[config.mk]
export PLATFORM = sky130hd
export DESIGN_NAME = l2_arbiter
export DESIGN_NICKNAME = d
export VERILOG_FILES = /design/src/rtl/l2_arbiter.sv
export SDC_FILE = /design/constraint.sdc
export NUM_CORES = 1
export LEC_CHECK = 0
export BUFFER_PORTS_ARGS = -buffer_cell sky130_fd_sc_hd__buf_2
export CAP_MARGIN = 20
export CORE_AREA = 2 2 535 537
export CTS_CLUSTER_DIAMETER = 40
export CTS_CLUSTER_SIZE = 8
export DETAILED_ROUTE_END_ITERATION = 12
export DIE_AREA = 0 0 537 539
export GPL_TIMING_DRIVEN = 0
export PLACE_DENSITY = 0.3
export SLEW_MARGIN = 30
export SYNTH_ARGS = -nofsm -noshare
export SYNTH_HDL_FRONTEND = slang
export SYNTH_SLANG_ARGS = --single-unit
[constraint.sdc]
create_clock -name clk -period 5.37 [get_ports clk]
set_input_delay 0.2685 -clock clk [delete_from_list [all_inputs] [get_ports clk]]
set_output_delay 0.2685 -clock clk [all_outputs]
set_load 0.02 [all_outputs]
[src/rtl/l2_arbiter.sv]
// l2_arbiter: shares the single L2 line interface between the instruction
// cache (read-only) and the data cache (read/write-back). One L2 transaction
// is in flight at a time. Requests are captured into registers so that L2
// sees stable inputs. Read data is registered and returned with a one-cycle
// response pulse. When both L1s request at once, the port that was not
// granted last wins.
//
// Ports
//   clk, rst                 clock; asynchronous active-low reset
//   i_address, i_read        icache line read request (level)
//   i_rdata, i_resp          icache returned line / one-cycle completion pulse
//   d_address, d_read,
//   d_write, d_wdata         dcache line read / write-back request (level)
//   d_rdata, d_resp          dcache returned line / one-cycle completion pulse
//   mem_address, mem_wdata,
//   mem_read, mem_write      registered request to L2, held until mem_resp
//   mem_rdata, mem_resp      L2 read line and completion
module l2_arbiter #(
    parameter int unsigned s_offset = 5,
    parameter int unsigned s_line   = 256
) (
    input  logic              clk,
    input  logic              rst,
    input  logic [31:0]       i_address,
    input  logic              i_read,
    output logic [s_line-1:0] i_rdata,
    output logic              i_resp,
    input  logic [31:0]       d_address,
    input  logic              d_read,
    input  logic              d_write,
    input  logic [s_line-1:0] d_wdata,
    output logic [s_line-1:0] d_rdata,
    output logic              d_resp,
    output logic [31:0]       mem_address,
    output logic [s_line-1:0] mem_wdata,
    output logic              mem_read,
    output logic              mem_write,
    input  logic [s_line-1:0] mem_rdata,
    input  logic              mem_resp
);

    typedef enum logic [1:0] {IDLE, BUSY_I, BUSY_D, DONE} state_e;
    typedef enum logic {PORT_I, PORT_D} port_e;

    state_e            state_q, state_d;
    port_e             last_grant_q, last_grant_d;
    logic [31:0]       addr_q, addr_d;
    logic [s_line-1:0] wdata_q, wdata_d;
    logic [s_line-1:0] i_rdata_q, i_rdata_d;
    logic [s_line-1:0] d_rdata_q, d_rdata_d;
    logic              mem_read_q, mem_read_d;
    logic              mem_write_q, mem_write_d;
    logic              i_resp_q, i_resp_d;
    logic              d_resp_q, d_resp_d;

    logic              i_req;
    logic              d_req;
    logic              pick_d;

    always_comb begin
        state_d      = state_q;
        last_grant_d = last_grant_q;
        addr_d       = addr_q;
        wdata_d      = wdata_q;
        i_rdata_d    = i_rdata_q;
        d_rdata_d    = d_rdata_q;
        mem_read_d   = mem_read_q;
        mem_write_d  = mem_write_q;
        // Response pulses are only raised on the BUSY->DONE edge, so they
        // are high for exactly the DONE cycle.
        i_resp_d     = 1'b0;
        d_resp_d     = 1'b0;

        i_req  = i_read;
        d_req  = d_read | d_write;
        // D wins when it is the only requester, or on a tie when I was last.
        pick_d = d_req & (~i_req | (last_grant_q == PORT_I));

        case (state_q)
            IDLE: begin
                if (i_req | d_req) begin
                    if (pick_d) begin
                        addr_d       = {d_address[31:s_offset], {s_offset{1'b0}}};
                        // read+write together resolves as a write-back
                        mem_write_d  = d_write;
                        mem_read_d   = ~d_write;
                        if (d_write) begin
                            wdata_d = d_wdata;
                        end
                        last_grant_d = PORT_D;
                        state_d      = BUSY_D;
                    end else begin
                        addr_d       = {i_address[31:s_offset], {s_offset{1'b0}}};
                        mem_write_d  = 1'b0;
                        mem_read_d   = 1'b1;
                        last_grant_d = PORT_I;
                        state_d      = BUSY_I;
                    end
                end
            end
            BUSY_I, BUSY_D: begin
                if (mem_resp & (mem_read_q | mem_write_q)) begin
                    if (mem_read_q) begin
                        if (state_q == BUSY_D) begin
                            d_rdata_d = mem_rdata;
                        end else begin
                            i_rdata_d = mem_rdata;
                        end
                    end
                    mem_read_d  = 1'b0;
                    mem_write_d = 1'b0;
                    i_resp_d    = (state_q == BUSY_I);
                    d_resp_d    = (state_q == BUSY_D);
                    state_d     = DONE;
                end
            end
            DONE: begin
                state_d = IDLE;
            end
            default: begin
                state_d = IDLE;
            end
        endcase
    end

    always_ff @(posedge clk or negedge rst) begin
        if (!rst) begin
            state_q      <= IDLE;
            last_grant_q <= PORT_D;
            addr_q       <= '0;
            wdata_q      <= '0;
            i_rdata_q    <= '0;
            d_rdata_q    <= '0;
            mem_read_q   <= 1'b0;
            mem_write_q  <= 1'b0;
            i_resp_q     <= 1'b0;
            d_resp_q     <= 1'b0;
        end else begin
            state_q      <= state_d;
            last_grant_q <= last_grant_d;
            addr_q       <= addr_d;
            wdata_q      <= wdata_d;
            i_rdata_q    <= i_rdata_d;
            d_rdata_q    <= d_rdata_d;
            mem_read_q   <= mem_read_d;
            mem_write_q  <= mem_write_d;
            i_resp_q     <= i_resp_d;
            d_resp_q     <= d_resp_d;
        end
    end

    assign i_rdata     = i_rdata_q;
    assign i_resp      = i_resp_q;
    assign d_rdata     = d_rdata_q;
    assign d_resp      = d_resp_q;
    assign mem_address = addr_q;
    assign mem_wdata   = wdata_q;
    assign mem_read    = mem_read_q;
    assign mem_write   = mem_write_q;

endmodule

# [After elaboration in Yosys (flattened, before gate mapping)]
# Cells that the tools add are included.
[totals] out_inout_bits=804 input_bits=582 reg_bits=807
[op_classes] n_reduce_logical=9 bitwise_logic=10 eq_ne=5 muxes=17
[op_table] cell="32-bit two-way mux" n=1
[op_table] cell="4-bit AND reduction" n=3
[op_table] cell="1-bit two-way mux" n=10
[op_table] cell="2-bit two-way mux" n=3
[op_table] cell="2-bit one-hot mux with 3 select lines" n=1
[op_table] cell="2-bit equality test (second input constant)" n=2
[op_table] cell="2-bit != test (second input constant)" n=2
[op_table] cell="1-bit inverter" n=4
[op_table] cell="1-bit OR" n=4
[op_table] cell="1-bit one-hot mux with 2 select lines" n=2
[op_table] cell="2-bit AND reduction" n=2
[op_table] cell="3-bit AND reduction" n=1
[op_table] cell="1-bit bitwise AND" n=2
[op_table] cell="2-bit by 1-bit equality test with 1-bit output (second input constant)" n=1
[op_table] cell="2-bit logical NOT" n=1
[op_table] cell="2-bit nonzero test" n=1
[op_table] cell="2-bit OR reduction" n=1

# [Longest topological paths before layout]
# Gate-level depths: netlist (run 1).
[depth] word_depth=6 ltp_mapped=7 depth_no_buf=5

# [Worst setup path before layout (run 1)]
# OpenSTA, ideal clock, no wires.
[synth_path] path_type="reg-to-reg" start="register state_q[0]" end="register i_rdata_q[215] (netlist: i_rdata[215])" t_arrival_ns=1.766 setup_ns=0.125 path_stages_with_launch=8 path_slack_ns=3.479 n_path_buf=3 path_cell_list="dfrtp_1 > inv_1 > ha_1 > buf_2 > nand4b_1 > buf_2 > buf_2 > mux2_2"
[synth_via] elab_chain_len=3 word_cells_on_any_way=5 cone_classes="eq/ne: 2; bitwise: 1; reduce/logical: 2"
[synth_rtl] element="start: declaration" line="45" source="state_e state_q, state_d;"
[synth_rtl] element="start signal: assignment" line="139" source="state_q <= state_d;"
[synth_rtl] element="2-bit equality test or 2-bit by 1-bit equality test with 1-bit output (tied branches)" line="79, 104"
[synth_rtl] element="2-bit OR reduction or 1-bit inverter (tied branches)"
[synth_rtl] element="4-bit AND reduction (no source line) (*)"
[synth_rtl] element="end signal: assignment" line="143" source="i_rdata_q <= i_rdata_d;"
[synth_rtl] element="end: declaration" line="49" source="logic [s_line-1:0] i_rdata_q, i_rdata_d;"
# Every way passes the cells marked *; elsewhere a longest branch is shown, timed or not.
# A chain may end at the register's enable or synchronous reset.

# [Final worst setup path (run 1)]
[layout_path] start="register state_q[0]" end="register i_rdata_q[21] (netlist: i_rdata[21])"
# The elaborated chain is that of the path after synthesis.

==> impl_metrics.ini, run 1 <==
[outcome]
status = finished, final reports clean

[layout]
final_cell_area_sq_um = 56200
num-fill-cells = 31100
multi_input_area_sq_um = 10200
nets = 4550
finalNonFillerCells = 7949
drive_gt1_frac = 0.628
area_delta_synth_final_pct = 81.7
register_area_sq_um = 20100
utilization = 0.198

[clocking]
cts_root_buf = clkbuf_16
cts_sinks = 802
clk_pin_slew_ns = 0.05
cts_tree = yes
cts_buffers = 212
cts_max_path_buffers = 4
h-tree-depth = 4
insertion_delay_ns = 0.83

[synth]
synth_top_area_share = 0.648
yosysWarnings = 0
synth-async-reset-ratio = 1.00
syn-instance-count = 1790
syn_area_sq_um = 31000
synth_top_flop_cell = dfrtp_1
synth_common_cells = 801 x dfrtp_1, 561 x mux2_2, 207 x mux2_4, 60 x buf_2, 30 x o21ai_0
synthAdderAreaFrac = 0.00202
synth.avg_cell_area_sq_um = 17.3
synth_area_leaders = dfrtp_1 65%, mux2_2 20%, mux2_4 10%
ys_seq_area_frac = 0.648
yosys_register_bits = 802
synth-simple-area-share = 0.00598
synth-compound-area-share = 0.00788
synth_top_family_by_area = multiplexers
synth_edf_count = 0
yosys.area.top_type = dfrtp_1
synth_xor_area_frac = 0
synth.distinct_cells = 32
yosysMostFrequentCell = dfrtp_1
synth_mux_area_frac = 0.313

[route]
firstDrtPassIters = 4
ant_nets = 0
wl_per_cell_microns = 25.9
post_drt_via_cell_ratio = 3.17
vias = 25200
first_iter_violations = 934
wl_mm = 206
drc = 0

[placement]
dp.final_hpwl_mm = 170
gp_congestion = 0.864
io_buffers = 1370
placed_cells = 6935
place_area_sq_um = 42800
dpl_worst_slack_ns = 2.08

[timing]
finalWorstSetupSlack_ns = 2.46
setup_viol = 0
fin_crit_sh = 0.541
slew_headroom = 0.366
setup_tns_ns = 0
tightest_slew_ns = 0.952
fin_crit_ns = 2.91
hold_violations = 0
rsz0062_at_grt = false
skew_ns = 0.0601
slew_viol_final = 0
fmax_mhz = 344

[floorplan]
die_w_microns = 537
num_io_pins = 1386
fp-row-count = 196
die_area_sq_um = 289000
start_util = 0.109
die_h_microns = 539
core_area_sq_um = 284000

[worst_setup_path]
worstPathArrival_ns = 3.56
required_ns = 6.02
cp-end-kind = flip-flop
worstPathMaxFanout = 10
start_kind = flip-flop
path_class = flip-flop to flip-flop
rrSetupSlack_ns = 2.46

[global_route]
gr-total-overflow = 0
grt_pass1_vias = 27500
grt_first_pass_wirelength_mm = 268
grt_use_total = 0.137
antenna_found_initial = 136
grt_start_max_net_pins = 107

[pwr]
power.density_nw_per_um2 = 710
vdd_drop_max_mv = 0.311
leakagePower_uw = 0.0262

[job]
maxCapViolations = 0

[hold_path]
min_path_type = input port to async pin
power breakdown:
| group | total, uW | switching [uW] | internal (uW) | leakage, uW |
|---|---|---|---|---|
| sequential | 10800 | 1710 | 9120 | 0.00966 |
| clock | 13500 | 4220 | 9260 | 0.00369 |
| combinational | 15600 | 9610 | 5980 | 0.0129 |
routing by layer:
layer | track usage | vias to the layer above | wire (microns)
li1 | - | 10900 | -
met1 | 0.167 | 12700 | 85800
met2 | 0.216 | 1276 | 91300
met3 | 0.0682 | 341 | 24100
met4 | 0.0298 | 50 | 4500
met5 | 0 | - | 325
kinds of logic after synthesis:
family | after synthesis
flip-flops | 802
multiplexers | 795
buffers and inverters | 104
AO/OA/AOI/OAI | 42
AND/OR/NAND/NOR | 41
adder cells (fa/ha/maj) | 5
other | 1
stage by stage:
stage | power [uW] | hold WS (ns)
2_1_floorplan | 18900 | -0.0271
3_3_place_gp | 26300 | 0.466
3_5_place_dp | 26400 | 0.282
4_1_cts | 40800 | 0.00683
5_1_grt | 41900 | 0.0689
6_report | 39900 | 0.0548
state kept, by name, summed over array words and instances, names as in the netlist:
register,count
mem_write,1
mem_address,27
d_rdata,256
last_grant_q,1
i_resp,1
mem_read,1
mem_wdata,256
state_q,2
i_rdata,256
d_resp,1
final cells by class:
type / count / share of cell area
Clock inverter: 103 / 0.0281
Sequential cell: 802 / 0.357
Clock buffer: 284 / 0.106
Buffer: 100 / 0.0122
Inverter: 4 / 0.000267
Multi-Input combinational cell: 888 / 0.182
Antenna cell: 51 / 0.00227
Timing Repair Buffer: 1955 / 0.229
Tap cell: 3762 / 0.0837
critical path, stage by stage, from the launching register on:
cell	delay, ns
dfrtp_1	0.38
inv_1	0.15
ha_1	0.25
buf_2	0.18
nand4b_1	0.34
buf_2	0.48
buf_2	0.54
mux2_2	0.39
cells in the final DEF (no fill, tap or decap), types with 8 or more instances in the layout:
cell and instances:
buf_2 1428, dfrtp_1 801, dlygate4sd3_1 575, mux2_2 561, clkbuf_16 212, mux2_4 207
diode_2 51, clkinv_2 51, clkbuf_1 39, clkbuf_8 36, bufinv_16 33, o21ai_0 30
nand2_1 28, buf_6 27, mux2i_1 27, buf_16 10, buf_4 8
worst paths after layout:
path	start	to	cells after the start
setup / recovery	state_q[0]	i_rdata[21]	7
hold / removal	rst	i_rdata[78]	3
setup reg to reg	state_q[0]	i_rdata[21]	7
hold reg to reg	mem_address[20]	mem_address[20]	2
max in group asynchronous	rst	mem_wdata[116]	5
min in group clk	mem_rdata[126]	i_rdata[126]	3
what timing repair did:
action,CTS,global route
hold buffers,576,0
gates resized for setup,0,0
setup endpoints to repair,0,0
buffers inserted,0,0
endpoints found under the hold margin,1078,0
(Power assumes the default switching activity.)
==> inputs of run 2 (changes only) <==
--- a/config.mk
+++ b/config.mk
@@ -7,11 +7,11 @@
 export LEC_CHECK = 0
 export BUFFER_PORTS_ARGS = -buffer_cell sky130_fd_sc_hd__buf_2
 export CAP_MARGIN = 20
-export CORE_AREA = 2 2 535 537
+export CORE_AREA = 2 2 541 543
 export CTS_CLUSTER_DIAMETER = 40
 export CTS_CLUSTER_SIZE = 8
 export DETAILED_ROUTE_END_ITERATION = 12
-export DIE_AREA = 0 0 537 539
+export DIE_AREA = 0 0 543 545
 export GPL_TIMING_DRIVEN = 0
 export PLACE_DENSITY = 0.3
 export SLEW_MARGIN = 30
==> constraint.sdc (replaced) <==
create_clock -name clk -period 2.7 [get_ports clk]
set_input_delay 0.135 -clock clk [delete_from_list [all_inputs] [get_ports clk]]
set_output_delay 0.135 -clock clk [all_outputs]
set_load 0.02 [all_outputs]
==> run 2 against run 1 <==
Compared with the run above: combinational power grew 96%; count of clock-buffer cells in the layout is 8 lower; via count up 2.6%; power increased by 100%; sequential cell count stayed put; critical path type unchanged; largest cell class unchanged.
==> impl_metrics.ini, run 2 (synthesis results as in run 1) <==
[layout]
final_cell_area_sq_um = 57800
drive_gt1_frac = 0.617
layout_common_cells = 1,416 x buf_2, 801 x dfrtp_1, 675 x dlygate4sd3_1
num-fill-cells = 31700
final_common_cell = buf_2
nets = 4654
area_delta_synth_final_pct = 86.7
finalNonFillerCells = 8209
utilization = 0.199

[timing]
setup_viol = 0
rsz0062_at_grt = false
fin_crit_ns = 2.48
skew_ns = 0.0795
fmax_mhz = 403
finalWorstSetupSlack_ns = 0.221
fin_crit_sh = 0.918
slew_headroom = 0.485
tightest_slew_ns = 0.772
hold_violations = 0
slew_viol_final = 0

[clocking]
cts_root_buf = clkbuf_16
cts_tree = yes
clk_pin_slew_ns = 0.05
cts_max_path_buffers = 4
cts_buffers = 213
h-tree-depth = 4
insertion_delay_ns = 0.85
cts_sinks = 802

[floorplan]
die_w_microns = 543
fp-row-count = 198
die_h_microns = 545
num_io_pins = 1386
core_area_sq_um = 290000
start_util = 0.107
die_area_sq_um = 296000

[hold_path]
whs_path_depth = 3
min_path_type = input port to flip-flop
holdCritStartpoint = d_wdata[205]

[route]
firstDrtPassIters = 4
wl_per_cell_microns = 25.4
drc = 0
wl_mm = 208
first_iter_violations = 941
vias = 25900
post_drt_via_cell_ratio = 3.15
ant_nets = 0

[job]
maxCapViolations = 0

[worst_setup_path]
worstPathMaxFanout = 10
crit_slowest_cell = dlygate4sd3_1
crit_buf_inv = 3
crit_family = buffers and inverters
required_ns = 3.35
path_common_cell = buf_4
cp-startpoint = last_grant_q
cp_cell_sequence = o2bb2ai_1 > buf_4 > buf_4 > mux2i_1 > dlygate4sd3_1 > o21ai_0
cp-end-kind = flip-flop
worstPathArrival_ns = 3.13
cpPeakStageDelay_ns = 0.64
r2r_cells = 6
crit_cells = 6
path_class = flip-flop to flip-flop
worstReg2RegStart = last_grant_q
start_kind = flip-flop

[pwr]
seqPwrFrac = 0.269
switching_share = 0.379
leakagePower_uw = 0.0268
p_switching_uw = 30200
combPwrFrac = 0.382
vdd_drop_max_mv = 0.625
power.density_nw_per_um2 = 1380
finalPower_uw = 79700
p_int_uw = 49500
pwr-share-clk = 0.349

[placement]
placed_cells = 7073
gp_congestion = 0.886
dp.final_hpwl_mm = 172
place_area_sq_um = 43000
io_buffers = 1370
dpl_worst_slack_ns = -0.343

[global_route]
gr-total-overflow = 0
grt_start_max_net_pins = 104
grt_pass1_vias = 28300
antenna_found_initial = 178
grt_first_pass_wirelength_mm = 270
grt_use_total = 0.135

[outcome]
status = finished, final reports clean
[run 2: cell types whose count changed in the layout (fill, tap and decap cells not counted), sizes merged]
cell / previous run / this run
inv: 6 / 8
bufinv: 33 / 41
dlygate4sd3: 575 / 675
clkbuf: 290 / 285
clkinv: 61 / 48
diode: 51 / 65
clkinvlp: 7 / 23
[run 2: per-layer routing]
metal / global-route usage / vias to the layer above / part of all wire
met5: 0 / - / 0.0028
met4: 0.0440 / 88 / 0.032
met3: 0.0471 / 395 / 0.088
met2: 0.224 / 1334 / 0.47
met1: 0.163 / 13000 / 0.41
li1: - / 11100 / -
[run 2: what timing repair did]
item,in CTS,in global routing
gates resized for setup,13,2
hold buffers,676,0
setup endpoints to repair,391,108
pin swaps,1,0
endpoints found under the hold margin,1063,0
buffers inserted,1,0
gates cloned,0,2
[run 2: path summary, 6_finish.rpt]
| kind | to | slack [ns] |
|---|---|---|
| max in group asynchronous | last_grant_q | 0.31 |
| worst min-delay path | mem_wdata[205] | 0.1 |
| worst min register to register | mem_address[6] | 0.48 |
| worst max register to register | mem_address[26] | 0.22 |
| min in group asynchronous | mem_wdata[55] | 0.51 |
| worst max-delay path | mem_address[26] | 0.22 |
[run 2: layout make-up]
type / instances / area (sq um) / share of cell area
inverter: 4 / 15.0 / 0.000260
multi-input combinational: 888 / 10200 / 0.177
antenna: 65 / 163 / 0.00281
clock buffer: 276 / 5970 / 0.103
timing repair buffer: 2058 / 13900 / 0.241
buffer: 100 / 714 / 0.0124
sequential: 802 / 20100 / 0.347
clock inverter: 116 / 1830 / 0.0317
tap: 3900 / 4880 / 0.0844
[run 2: per-stage QoR]
step	setup TNS [ns]	hold WS (ns)
floorplan	0	-0.161
global route	0	0.0467
CTS	0	0.0000727
global placement	-	0.367
finish	0	0.0976
detailed placement	-74.68	0.0991
[run 2: power groups by stage]
| stage | registers, uW | logic [uW] | clock network [uW] |
|---|---|---|---|
| floorplan | 28600 | 9000 | 0 |
| global placement | 21500 | 30100 | 0 |
| detailed placement | 21600 | 30100 | 0 |
| CTS | 21500 | 31300 | 28600 |
| global route | 22200 | 32100 | 29100 |
| finish | 21500 | 30500 | 27800 |
[run 2: worst register-to-register path, cell delays in order (launching register included)]
cell           delay (ns)
dfstp_2              0.55
o2bb2ai_1            0.15
buf_4                0.29
buf_4                0.29
mux2i_1              0.34
dlygate4sd3_1        0.64
o21ai_0              0.09
